File: config.mk
export PLATFORM = sky130hd
export DESIGN_NAME = uart_rx_flat
export DESIGN_NICKNAME = d
export VERILOG_FILES = /design/src/rtl/uart_rx_if.sv /design/src/rtl/uart_rx.sv /design/src/flat_wrapper.sv
export SDC_FILE = /design/constraint.sdc
export NUM_CORES = 1
export LEC_CHECK = 0
export BUFFER_PORTS_ARGS = -buffer_cell sky130_fd_sc_hd__buf_4
export CAP_MARGIN = 0
export CORE_MARGIN = 1.5
export CORE_UTILIZATION = 55
export DETAILED_ROUTE_END_ITERATION = 8
export HOLD_SLACK_MARGIN = 0.02
export PLACE_DENSITY_LB_ADDON = 0.05
export SLEW_MARGIN = 20
export SYNTH_ARGS = -nofsm -noshare
export SYNTH_HDL_FRONTEND = slang
export SYNTH_SLANG_ARGS = --single-unit
export TNS_END_PERCENT = 1
File: constraint.sdc
create_clock -name clk -period 4.3 [get_ports clk]
set_input_delay 0.215 -clock clk [delete_from_list [all_inputs] [get_ports clk]]
set_output_delay 0.215 -clock clk [all_outputs]
set_load 0.02 [all_outputs]
File: src/rtl/uart_rx_if.sv
// Consumer-side bundle of the UART receiver: the received byte, its
// valid/ack handshake and the error/status flags.
interface uart_rx_if #(
  parameter int DATA_BITS = 8
);
  logic [DATA_BITS-1:0] data_out;
  logic                 rx_valid;
  logic                 rx_ack;
  logic                 framing_err;
  logic                 overrun;
  logic                 busy;

  modport master (
    output data_out, rx_valid, framing_err, overrun, busy,
    input  rx_ack
  );

  modport slave (
    input  data_out, rx_valid, framing_err, overrun, busy,
    output rx_ack
  );
endinterface

File: src/rtl/uart_rx.sv
// 8N1 UART receiver: 16x oversampling with 2-of-3 majority per bit, a
// valid/ack holding register for the received byte, and framing/overrun flags.
module uart_rx #(
  parameter int DATA_BITS = 8
) (
  input  logic      clk,
  input  logic      rst,
  input  logic      baud16x_tick,
  input  logic      rx,
  uart_rx_if.master rx_if
);

  typedef enum logic [2:0] {
    S_IDLE,
    S_START,
    S_DATA,
    S_STOP,
    S_BREAK
  } state_t;

  localparam logic [2:0] LAST_BIT = 3'(DATA_BITS - 1);

  state_t               state_q, state_d;
  logic [1:0]           sync_q, sync_d;
  logic [3:0]           tick_cnt_q, tick_cnt_d;
  logic [2:0]           bit_cnt_q, bit_cnt_d;
  logic [1:0]           samp_q, samp_d;
  logic [DATA_BITS-1:0] shift_reg_q, shift_reg_d;
  logic [DATA_BITS-1:0] data_out_q, data_out_d;
  logic                 rx_valid_q, rx_valid_d;
  logic                 framing_err_q, framing_err_d;
  logic                 overrun_q, overrun_d;

  logic rxs;
  logic maj;
  logic accept;

  assign rxs = sync_q[1];
  // samp_q[1] holds the tick-7 sample, samp_q[0] the tick-8 sample; rxs is tick 9.
  assign maj = (samp_q[1] & samp_q[0]) | (samp_q[1] & rxs) | (samp_q[0] & rxs);

  always_comb begin
    sync_d        = {sync_q[0], rx};
    state_d       = state_q;
    tick_cnt_d    = tick_cnt_q;
    bit_cnt_d     = bit_cnt_q;
    samp_d        = samp_q;
    shift_reg_d   = shift_reg_q;
    accept        = 1'b0;
    framing_err_d = 1'b0;

    if (baud16x_tick) begin
      // tick_cnt_q is the slot position of the tick now arriving.
      if (state_q == S_START || state_q == S_DATA || state_q == S_STOP) begin
        tick_cnt_d = tick_cnt_q + 4'd1;
        if (tick_cnt_q == 4'd7) samp_d[1] = rxs;
        if (tick_cnt_q == 4'd8) samp_d[0] = rxs;
      end

      case (state_q)
        S_IDLE: begin
          if (!rxs) begin
            // The detecting tick is tick 0 of the start bit.
            state_d    = S_START;
            tick_cnt_d = 4'd1;
          end
        end
        S_START: begin
          if (tick_cnt_q == 4'd9 && maj) begin
            state_d = S_IDLE;
          end else if (tick_cnt_q == 4'd15) begin
            state_d   = S_DATA;
            bit_cnt_d = 3'd0;
          end
        end
        S_DATA: begin
          if (tick_cnt_q == 4'd9) shift_reg_d = {maj, shift_reg_q[DATA_BITS-1:1]};
          if (tick_cnt_q == 4'd15) begin
            if (bit_cnt_q == LAST_BIT) state_d = S_STOP;
            else                       bit_cnt_d = bit_cnt_q + 3'd1;
          end
        end
        S_STOP: begin
          if (tick_cnt_q == 4'd9) begin
            if (maj) begin
              accept  = 1'b1;
              state_d = S_IDLE;
            end else begin
              framing_err_d = 1'b1;
              state_d       = S_BREAK;
            end
          end
        end
        S_BREAK: begin
          if (rxs) state_d = S_IDLE;
        end
        default: state_d = S_IDLE;
      endcase
    end
  end

  // Handshake runs every clock, independent of the tick.
  always_comb begin
    data_out_d = data_out_q;
    rx_valid_d = rx_valid_q;
    overrun_d  = 1'b0;
    if (accept) begin
      data_out_d = shift_reg_q;
      rx_valid_d = 1'b1;
      overrun_d  = rx_valid_q & ~rx_if.rx_ack;
    end else if (rx_if.rx_ack) begin
      rx_valid_d = 1'b0;
    end
  end

  always_ff @(posedge clk) begin
    if (rst) begin
      state_q       <= S_IDLE;
      sync_q        <= 2'b11;
      tick_cnt_q    <= 4'd0;
      bit_cnt_q     <= 3'd0;
      samp_q        <= 2'b11;
      shift_reg_q   <= '0;
      data_out_q    <= '0;
      rx_valid_q    <= 1'b0;
      framing_err_q <= 1'b0;
      overrun_q     <= 1'b0;
    end else begin
      state_q       <= state_d;
      sync_q        <= sync_d;
      tick_cnt_q    <= tick_cnt_d;
      bit_cnt_q     <= bit_cnt_d;
      samp_q        <= samp_d;
      shift_reg_q   <= shift_reg_d;
      data_out_q    <= data_out_d;
      rx_valid_q    <= rx_valid_d;
      framing_err_q <= framing_err_d;
      overrun_q     <= overrun_d;
    end
  end

  assign rx_if.data_out    = data_out_q;
  assign rx_if.rx_valid    = rx_valid_q;
  assign rx_if.framing_err = framing_err_q;
  assign rx_if.overrun     = overrun_q;
  assign rx_if.busy        = (state_q != S_IDLE);

endmodule

File: src/flat_wrapper.sv
// flat-port wrapper written by rule: the top's interface ports become plain ports
module uart_rx_flat 
#(
  parameter int DATA_BITS = 8
)
  (clk, rst, baud16x_tick, rx, rx_if_data_out, rx_if_rx_valid, rx_if_framing_err, rx_if_overrun, rx_if_busy, rx_if_rx_ack);
  uart_rx_if #(.DATA_BITS(DATA_BITS)) rx_if_i ();
  input  logic clk;
  input  logic rst;
  input  logic baud16x_tick;
  input  logic rx;
  output wire logic [$bits(rx_if_i.data_out)-1:0] rx_if_data_out;
  output wire logic [$bits(rx_if_i.rx_valid)-1:0] rx_if_rx_valid;
  output wire logic [$bits(rx_if_i.framing_err)-1:0] rx_if_framing_err;
  output wire logic [$bits(rx_if_i.overrun)-1:0] rx_if_overrun;
  output wire logic [$bits(rx_if_i.busy)-1:0] rx_if_busy;
  input wire logic [$bits(rx_if_i.rx_ack)-1:0] rx_if_rx_ack;
  assign rx_if_data_out = rx_if_i.data_out;
  assign rx_if_rx_valid = rx_if_i.rx_valid;
  assign rx_if_framing_err = rx_if_i.framing_err;
  assign rx_if_overrun = rx_if_i.overrun;
  assign rx_if_busy = rx_if_i.busy;
  assign rx_if_i.rx_ack = rx_if_rx_ack;
  uart_rx #(.DATA_BITS(DATA_BITS)) u_core (.clk(clk), .rst(rst), .baud16x_tick(baud16x_tick), .rx(rx), .rx_if(rx_if_i));
endmodule
==> results of run 1 <==
-- final cells by class --
class | count | area, um2 | share of cell area, %
clock inverter | 1 | 30.0 | 1.80
inverter | 4 | 15.0 | 0.900
timing repair buffer | 16 | 120 | 7.20
sequential | 33 | 661 | 39.6
tap | 30 | 37.5 | 2.25
multi-input combinational | 109 | 751 | 45.0
clock buffer | 7 | 55.1 | 3.30
-- layer usage --
layer | share of wire [%] | wire length [um] | global-route usage [%] | vias to the layer above
met2 | 45 | 1160 | 30.8 | 25
met3 | 3.7 | 95 | 8.20 | 7
met1 | 49 | 1280 | 26.9 | 505
met4 | 2.0 | 52 | 10.0 | 0
li1 | - | - | - | 559
met5 | 0 | 0 | 0 | -
-- Yosys cell counts, types with 2 or more instances --
master / n / share of area (%)
nor3b_1: 3 / 1.5
nor2b_1: 4 / 1.7
buf_2: 3 / 1.0
nor2_1: 21 / 5.3
nand2b_1: 3 / 1.3
or2_2: 2 / 0.85
nor3_1: 5 / 1.7
clkbuf_1: 2 / 0.51
or3_1: 2 / 0.85
mux2_1: 2 / 1.5
inv_1: 4 / 1.0
nor4_1: 2 / 0.85
nand3_1: 3 / 1.0
a21oi_1: 4 / 1.4
buf_4: 2 / 1.0
and3_1: 2 / 0.85
dfxtp_1: 33 / 45
xnor2_1: 3 / 1.8
ha_1: 5 / 4.2
nand3b_1: 2 / 1.0
o21ai_0: 2 / 0.68
nand2_1: 11 / 2.8
mux2i_1: 19 / 13
-- report_power, final --
part / switching [W] / internal [W] / leakage [nW]
clock network: 0.000101 / 0.000139 / 0.0455
logic: 0.0000186 / 0.0000142 / 0.403
registers: 0.00000523 / 0.000309 / 0.266
total: 0.000125 / 0.000462 / 0.715
-- state kept, by name (all words and copies together), names as in the netlist --
name	cells
u_core.samp_q	2
u_core.state_q	3
u_core.rx_if.data_out	8
u_core.shift_reg_q	8
u_core.tick_cnt_q	4
u_core.rx_if.framing_err	1
u_core.rx_if.rx_valid	1
u_core.bit_cnt_q	3
u_core.sync_q	2
u_core.rx_if.overrun	1
-- worst max-delay path by stage --
stage	depth (start not counted)	to	slack, ps
after floorplan	5	u_core.state_q[0]$_SDFFE_PP0P_	2740
after global placement	5	u_core.rx_if.data_out[7]$_SDFFE_PP0P_	2460
after detailed placement	5	u_core.rx_if.data_out[5]$_SDFFE_PP0P_	2340
after CTS	5	u_core.rx_if.data_out[5]$_SDFFE_PP0P_	2310
after global routing	5	u_core.rx_if.data_out[5]$_SDFFE_PP0P_	2170
final	5	u_core.rx_if.data_out[5]$_SDFFE_PP0P_	2320
-- kinds of logic after synthesis --
kind of cell	synth area share (%)
AND/OR/NAND/NOR	24.0
adder cells (fa/ha/maj)	5.00
multiplexers	14.4
AO/OA/AOI/OAI	5.09
XOR/XNOR	2.38
flip-flops	44.8
buffers and inverters	4.32
-- metrics by stage --
stage / utilization [%] / total power, W / area (um2) / hold WS (ps)
finish: 66.8 / 0.000587 / 1670 / 71.4
global route: 66.8 / 0.000612 / 1670 / 47.8
CTS: 66.8 / 0.000593 / 1670 / 53.0
detailed placement: 63.4 / 0.000354 / 1580 / 397
global placement: 63.4 / 0.000352 / 1580 / 399
floorplan: - / 0.000344 / 1480 / 319
==> flow_summary.yaml, run 1 <==
setup_path:
  startpoint: "u_core.tick_cnt_q[0]$_SDFFE_PP0P_"
  crit_chain: "ha_1 -> and3b_1 -> nand4bb_1 -> mux2i_1 -> nor2_1"
  crit_path_max_fanout: 10
  cpMaxStageDelayCell: "nand4bb_1"
  timing.rr.end: "u_core.rx_if.data_out[5]$_SDFFE_PP0P_"
  slowest_delay_ps: 560
  reg2reg_slack_ps: 2320
  end_kind: "flop"
  critPathLaunchType: "flop"
  worstRegToRegCells: 5
  path_class: "reg -> reg"
  arrival_ps: 2200
  path_buf_inv: 0
  critical-path-top-delay-family: "simple AND/OR/NAND/NOR gates"
  crit_required_ps: 4520
  r2r-start: "u_core.tick_cnt_q[0]$_SDFFE_PP0P_"
clocking:
  clockRootBuffer: "clkbuf_4"
  post_cts.repair.setup_buffers: 0
  clock_latency_ps: 320
  cts_buffer_depth: 2
  cts_resized: 0
  htree_levels: 2
  cts_tree: "yes"
  cts_sinks: 33
  clk_pin_slew_worst_paths_ps: 100
  numCtsBuffers: 5
  hold_buffers: 0
final_layout:
  instances_no_fill: 200
  diodes: 0
  final_common_cell: "dfxtp_1"
  final_cell_mix: "dfxtp_1, nor2_1, mux2i_1"
  fillCellCount: 210
  area_growth_syn_to_layout_pct: 13.1
  drive_above_1_share_pct: 17.1
  nNetsFinal: 179
floorplanning:
  die_area_um2: 3000
  start_util_pct: 59.0
  num_rows: 18
  pin_count: 17
  dieWidth_um: 54.8
  core_um2: 2500
  dieHeight_um: 54.8
routing:
  drtIter0Drc: 7
  drt_wl_total_um: 2580
  routed_via_density: 5.48
  drc_errors: 0
  antenna_left: 0
  vias: 1096
  dr.pass1.iters: 4
  wl_per_cell_um: 12.9
sta:
  final.setup.worst_slack_ps: 2320
  drv_slew: 0
  setup_violations: 0
  period_share_pct: 46.1
  fmaxAchievable_mhz: 505
  worst_pin_slew_ps: 649
  fin_tns_setup_ps: 0
  rsz0062_at_grt: "false"
  slew_headroom_pct: 56.5
  period_minus_slack_ps: 1980
  hold_viol: 0
  fin_skew_ps: 6.30
yosys:
  syn_nets: 164
  synth_warnings: 0
  ys_seq_area_share_pct: 44.8
  synth_edf_count: 0
  synthCells: 154
  ys_types: 38
  synth_ff_type: "dfxtp_1"
  ys_seq_elements: 33
  synth_area_per_cell_um2: 9.58
  synth_area_um2: 1480
  async_flop_share_pct: 0
placement:
  dp_cells: 192
  place.port_buffers: 16
  place_ws_ps: 2340
  dp_hpwl_um: 1820
  place_congestion: 0.850
global_routing:
  grt_overflow: 0
  grt_pass1_wl_um: 4370
  antenna_found_initial: 0
  grt_max_degree: 29
  grtUsageTotal_pct: 21.1
  grt_pass1_vias: 991
hold_path:
  hold-path-cell-count: 2
  hold_class: "in -> reg"
  min_from: "rx"
  min_to: "u_core.sync_q[0]$_SDFF_PP1_"
power_and_ir_drop:
  leakage_nw: 0.715
  p_per_area_nw_per_um2: 352
  ir_drop_mv: 0.259
flow_run:
  cap_violations: 0
run_status:
  status: "finished clean"
(Power assumes the default switching activity.)
==> run 2, diff against run 1 <==
Clock period 4.3 ns to 2 ns, I/O delays scaled along.
==> run 2 against run 1 <==
Clock power rose by 49%; first-iteration DRC count grew to 3.6 times the previous value; final area grew 0.22%; total power is 89% higher; largest power group unchanged; via count increased by 2.6%.
==> flow_summary.yaml, run 2 (synthesis gave the netlist of run 1 again) <==
setup_path:
  critPathLaunchType: "flop"
  end_kind: "flop"
  arrival_ps: 1990
  path_class: "reg -> reg"
  slowest_delay_ps: 490
  crit_required_ps: 2220
  cpMaxStageDelayCell: "and3_1"
  crit_path_max_fanout: 8
  crit_chain: "ha_1 -> and3b_1 -> and3_1 -> mux2i_1 -> nor2_1"
run_status:
  status: "finished clean"
clocking:
  numCtsBuffers: 5
  clk_pin_slew_worst_paths_ps: 110
  cts_tree: "yes"
  cts_sinks: 33
  clock_latency_ps: 340
  hold_buffers: 3
  htree_levels: 2
  cts_buffer_depth: 2
  clockRootBuffer: "clkbuf_4"
  cts_resized: 0
  post_cts.repair.setup_buffers: 0
power_and_ir_drop:
  pwr-share-comb_pct: 6.8
  power.switching_w: 0.000277
  pwr-share-seq_pct: 60.9
  p_int_w: 0.000831
  clkPwrFrac_pct: 32.3
  leakage_nw: 0.718
  p_per_area_nw_per_um2: 662
  swShare_pct: 25.0
  ir_drop_mv: 0.548
sta:
  period_minus_slack_ps: 1770
  fin_skew_ps: 11.7
  drv_slew: 0
  fin_tns_setup_ps: 0
  final.setup.worst_slack_ps: 232
  setup_violations: 0
  slew_headroom_pct: 69.0
  fmaxAchievable_mhz: 566
  rsz0062_at_grt: "false"
  period_share_pct: 88.4
  hold_viol: 0
  worst_pin_slew_ps: 465
routing:
  drtIter0Drc: 25
  wl_per_cell_um: 12.9
  drt_wl_total_um: 2630
  antenna_left: 0
  routed_via_density: 5.51
  vias: 1124
  drc_errors: 0
  dr.pass1.iters: 4
final_layout:
  finish.utilization_pct: 66.9
  fillCellCount: 207
  nNetsFinal: 183
  final_common_cell: "dfxtp_1"
  multiInputGateArea_um2: 751
  drive_above_1_share_pct: 17.2
  final_cell_mix: "dfxtp_1, nor2_1, mux2i_1"
  final-seq-area_um2: 661
  area_growth_syn_to_layout_pct: 13.4
  diodes: 0
placement:
  place.port_buffers: 16
  place_congestion: 0.796
  dp_hpwl_um: 1850
  place_ws_ps: 250
global_routing:
  grtUsageTotal_pct: 21.1
  antenna_found_initial: 0
  grt_pass1_wl_um: 4400
  grt_overflow: 0
  grt_pass1_vias: 1027
  grt_max_degree: 29
hold_path:
  hold_class: "in -> reg"
floorplanning:
  start_util_pct: 59.0
  die_area_um2: 3000
  core_um2: 2500
  pin_count: 17
  num_rows: 18
  dieWidth_um: 54.8
  dieHeight_um: 54.8
flow_run:
  cap_violations: 0
==> run 2: routing by layer <==
metal | part of all wire (%) | GRT usage (%)
met2 | 43 | 30.8
met5 | 0 | 0
met4 | 1.8 | 9.17
met3 | 4.5 | 8.20
met1 | 51 | 27.5
==> run 2: cell type report <==
class                   count  area share (%)
clock inverters             2           0.598
repair buffers             20            9.42
multi-input cells         109            44.9
flip-flops and latches     33            39.5
clock buffers               6            2.47
well taps                  30            2.24
inverters                   4           0.898
==> run 2: metrics by stage <==
stage,total power (W),cells,hold slack [ps],cell area (um2)
after floorplan,0.000739,154,204,1480
after global placement,0.000757,193,286,1590
after CTS,0.00113,204,94.1,1670
after global routing,0.00115,204,99.5,1670
after detailed placement,0.000760,193,289,1590
final,0.00111,204,110,1670
==> run 2: power by group through the flow <==
stage / combinational [W] / sequential, W / clock (W)
floorplan: 0.0000565 / 0.000683 / 0
global placement: 0.0000680 / 0.000689 / 0
detailed placement: 0.0000702 / 0.000690 / 0
CTS: 0.0000755 / 0.000674 / 0.000376
global route: 0.0000839 / 0.000677 / 0.000394
finish: 0.0000753 / 0.000675 / 0.000358
==> run 2: path summary, 6_finish.rpt <==
| path | start | to | slack, ps | cells past startpoint |
|---|---|---|---|---|
| min reg2reg | u_core.sync_q[0]$_SDFF_PP1_ | u_core.sync_q[1]$_SDFF_PP1_ | 450 | 1 |
| max | u_core.tick_cnt_q[0]$_SDFFE_PP0P_ | u_core.shift_reg_q[6]$_SDFFE_PP0P_ | 230 | 5 |
| max reg2reg | u_core.tick_cnt_q[0]$_SDFFE_PP0P_ | u_core.shift_reg_q[6]$_SDFFE_PP0P_ | 230 | 5 |
| min | rst | u_core.shift_reg_q[4]$_SDFFE_PP0P_ | 110 | 2 |
==> run 2: critical path, delay by kind of cell (launching register included) <==
| kind | cells | cell delay, ps |
|---|---|---|
| multiplexers | 1 | 240 |
| flip-flops | 1 | 430 |
| adder cells (fa/ha/maj) | 1 | 170 |
| AND/OR/NAND/NOR | 3 | 810 |
==> run 3, diff against run 2 <==
Settings changed: BUFFER_PORTS_ARGS -buffer_cell sky130_fd_sc_hd__buf_4 to -buffer_cell sky130_fd_sc_hd__buf_2, CORE_UTILIZATION 55 to 44.
Clock period 2 ns to 1.8 ns, I/O delays scaled along.
==> run 3 against run 2 <==
Global-route usage is 4.3 points lower; maximum frequency is 2.3% higher; clock skew is 1.6 ps lower; clock-buffer cell count is 1 lower; clock power is 92% higher; sequential share of layout area is 1.8 points lower; first-iteration DRC count is 120% higher; total power is 37% higher; via count is 1.4% lower; critical endpoint is now u_core.state_q[2]$_SDFFE_PP0P_.
==> flow_summary.yaml, run 3 (synthesis gave the netlist of run 1 again) <==
sta:
  rsz0062_at_grt: "true"
  fin_tns_setup_ps: 0
  hold_viol: 0
  slew_headroom_pct: 76.1
  setup_violations: 0
  period_share_pct: 96.1
  worst_pin_slew_ps: 358
  fmaxAchievable_mhz: 578
  drv_slew: 0
  fin_skew_ps: 10.1
  period_minus_slack_ps: 1730
global_routing:
  grt_pass1_wl_um: 4480
  antenna_found_initial: 0
  top_usage_layer: "met2"
  grt_overflow: 0
  met3_usage_pct: 6.40
  grt_pass1_vias: 993
  grt_max_degree: 28
  grt.met1_usage_pct: 21.5
  use_met2_pct: 25.0
  grtUsageTotal_pct: 16.8
power_and_ir_drop:
  p_per_area_nw_per_um2: 870
  clkPwrFrac_pct: 45.0
  pwr-share-comb_pct: 5.8
  swShare_pct: 20.7
  leakage_nw: 0.764
  ir_drop_mv: 0.521
  pwr-share-seq_pct: 49.2
  p_int_w: 0.00121
  total_power_w: 0.00152
  power.switching_w: 0.000316
routing:
  wl_per_cell_um: 12.1
  drtIter0Drc: 56
  drc_errors: 0
  vias: 1108
  drt_wl_total_um: 2700
  antenna_left: 0
  routed_via_density: 4.99
  dr.pass1.iters: 4
final_layout:
  drive_above_1_share_pct: 20.8
  nNetsFinal: 187
  diodes: 0
  finish.instance_area_um2: 1750
  final_cell_mix: "dfxtp_1, nor2_1, mux2i_1"
  final_common_cell: "dfxtp_1"
  area_growth_syn_to_layout_pct: 18.7
setup_path:
  path_class: "reg -> reg"
  crit_required_ps: 2040
  arrival_ps: 1970
  end_kind: "flop"
  critPathLaunchType: "flop"
  crit_path_max_fanout: 3
clocking:
  clk_pin_slew_worst_paths_ps: 100
  htree_levels: 2
  clock_latency_ps: 340
  clockRootBuffer: "clkbuf_4"
  cts_tree: "yes"
  cts_sinks: 33
  cts_buffer_depth: 2
  numCtsBuffers: 5
floorplanning:
  start_util_pct: 47.2
  num_rows: 20
  dieWidth_um: 60.9
  die_area_um2: 3710
  core_um2: 3130
  pin_count: 17
  dieHeight_um: 60.9
placement:
  place_congestion: 0.826
  place.port_buffers: 16
  dp_hpwl_um: 1900
  place_area_um2: 1600
hold_path:
  hold_class: "in -> reg"
flow_run:
  cap_violations: 0
run_status:
  status: "finished clean"
[run 3: routing by layer]
metal | routed length, um | vias to the layer above
li1 | - | 572
met1 | 1320 | 508
met2 | 1200 | 23
met3 | 125 | 5
met4 | 51 | 0
met5 | 0 | -
[run 3: power by group through the flow]
stage	combinational, W	sequential [W]	clock, W
3_3_place_gp	0.0000781	0.000766	0
5_1_grt	0.0000976	0.000752	0.000737
3_5_place_dp	0.0000800	0.000766	0
4_1_cts	0.0000866	0.000749	0.000703
6_report	0.0000880	0.000750	0.000686
2_1_floorplan	0.0000628	0.000759	0
[run 3: worst paths after layout]
kind,end,slack (ps),depth (start not counted),startpoint
worst max-delay path,u_core.state_q[2]$_SDFFE_PP0P_,70,6,u_core.bit_cnt_q[0]$_SDFFE_PP0P_
worst min-delay path,u_core.samp_q[0]$_SDFFE_PP1P_,70,3,rst
worst min register to register,u_core.sync_q[1]$_SDFF_PP1_,430,1,u_core.sync_q[0]$_SDFF_PP1_
worst max register to register,u_core.state_q[2]$_SDFFE_PP0P_,70,6,u_core.bit_cnt_q[0]$_SDFFE_PP0P_
[run 3: critical path: stages, from the launching register on]
cell and delay (ps):
dfxtp_1 370, ha_1 160, ha_1 190, nand4_1 120, o2bb2ai_1 160, nor3_2 280, mux2_1 350
[run 3: per-stage QoR]
step | std cells | worst slack (ps) | hold slack, ps | utilization, %
after floorplan | 154 | 243 | 194 | -
after global placement | 210 | 149 | 277 | 51.3
after detailed placement | 210 | 79.7 | 277 | 51.3
after CTS | 221 | 49.9 | 67.1 | 55.5
after global routing | 222 | -15.6 | 84.6 | 56.0
final | 222 | 71.0 | 72.1 | 56.0
[run 3: timing repair]
action                                  in CTS  in global routing
hold buffers                                 3                  0
hold endpoints to repair                     3                  0
endpoints found under the setup margin       0                  3
setup buffers                                0                  1
gates resized for setup                      0                  2
[run 3: area by class of cell]
cell class	instances	area, um2
flip-flops and latches	33	661
clock inverters	3	65.1
multi-input cells	109	758
repair buffers	24	160
fillers	289	1380
well taps	44	55.1
inverters	4	15.0
clock buffers	5	37.5
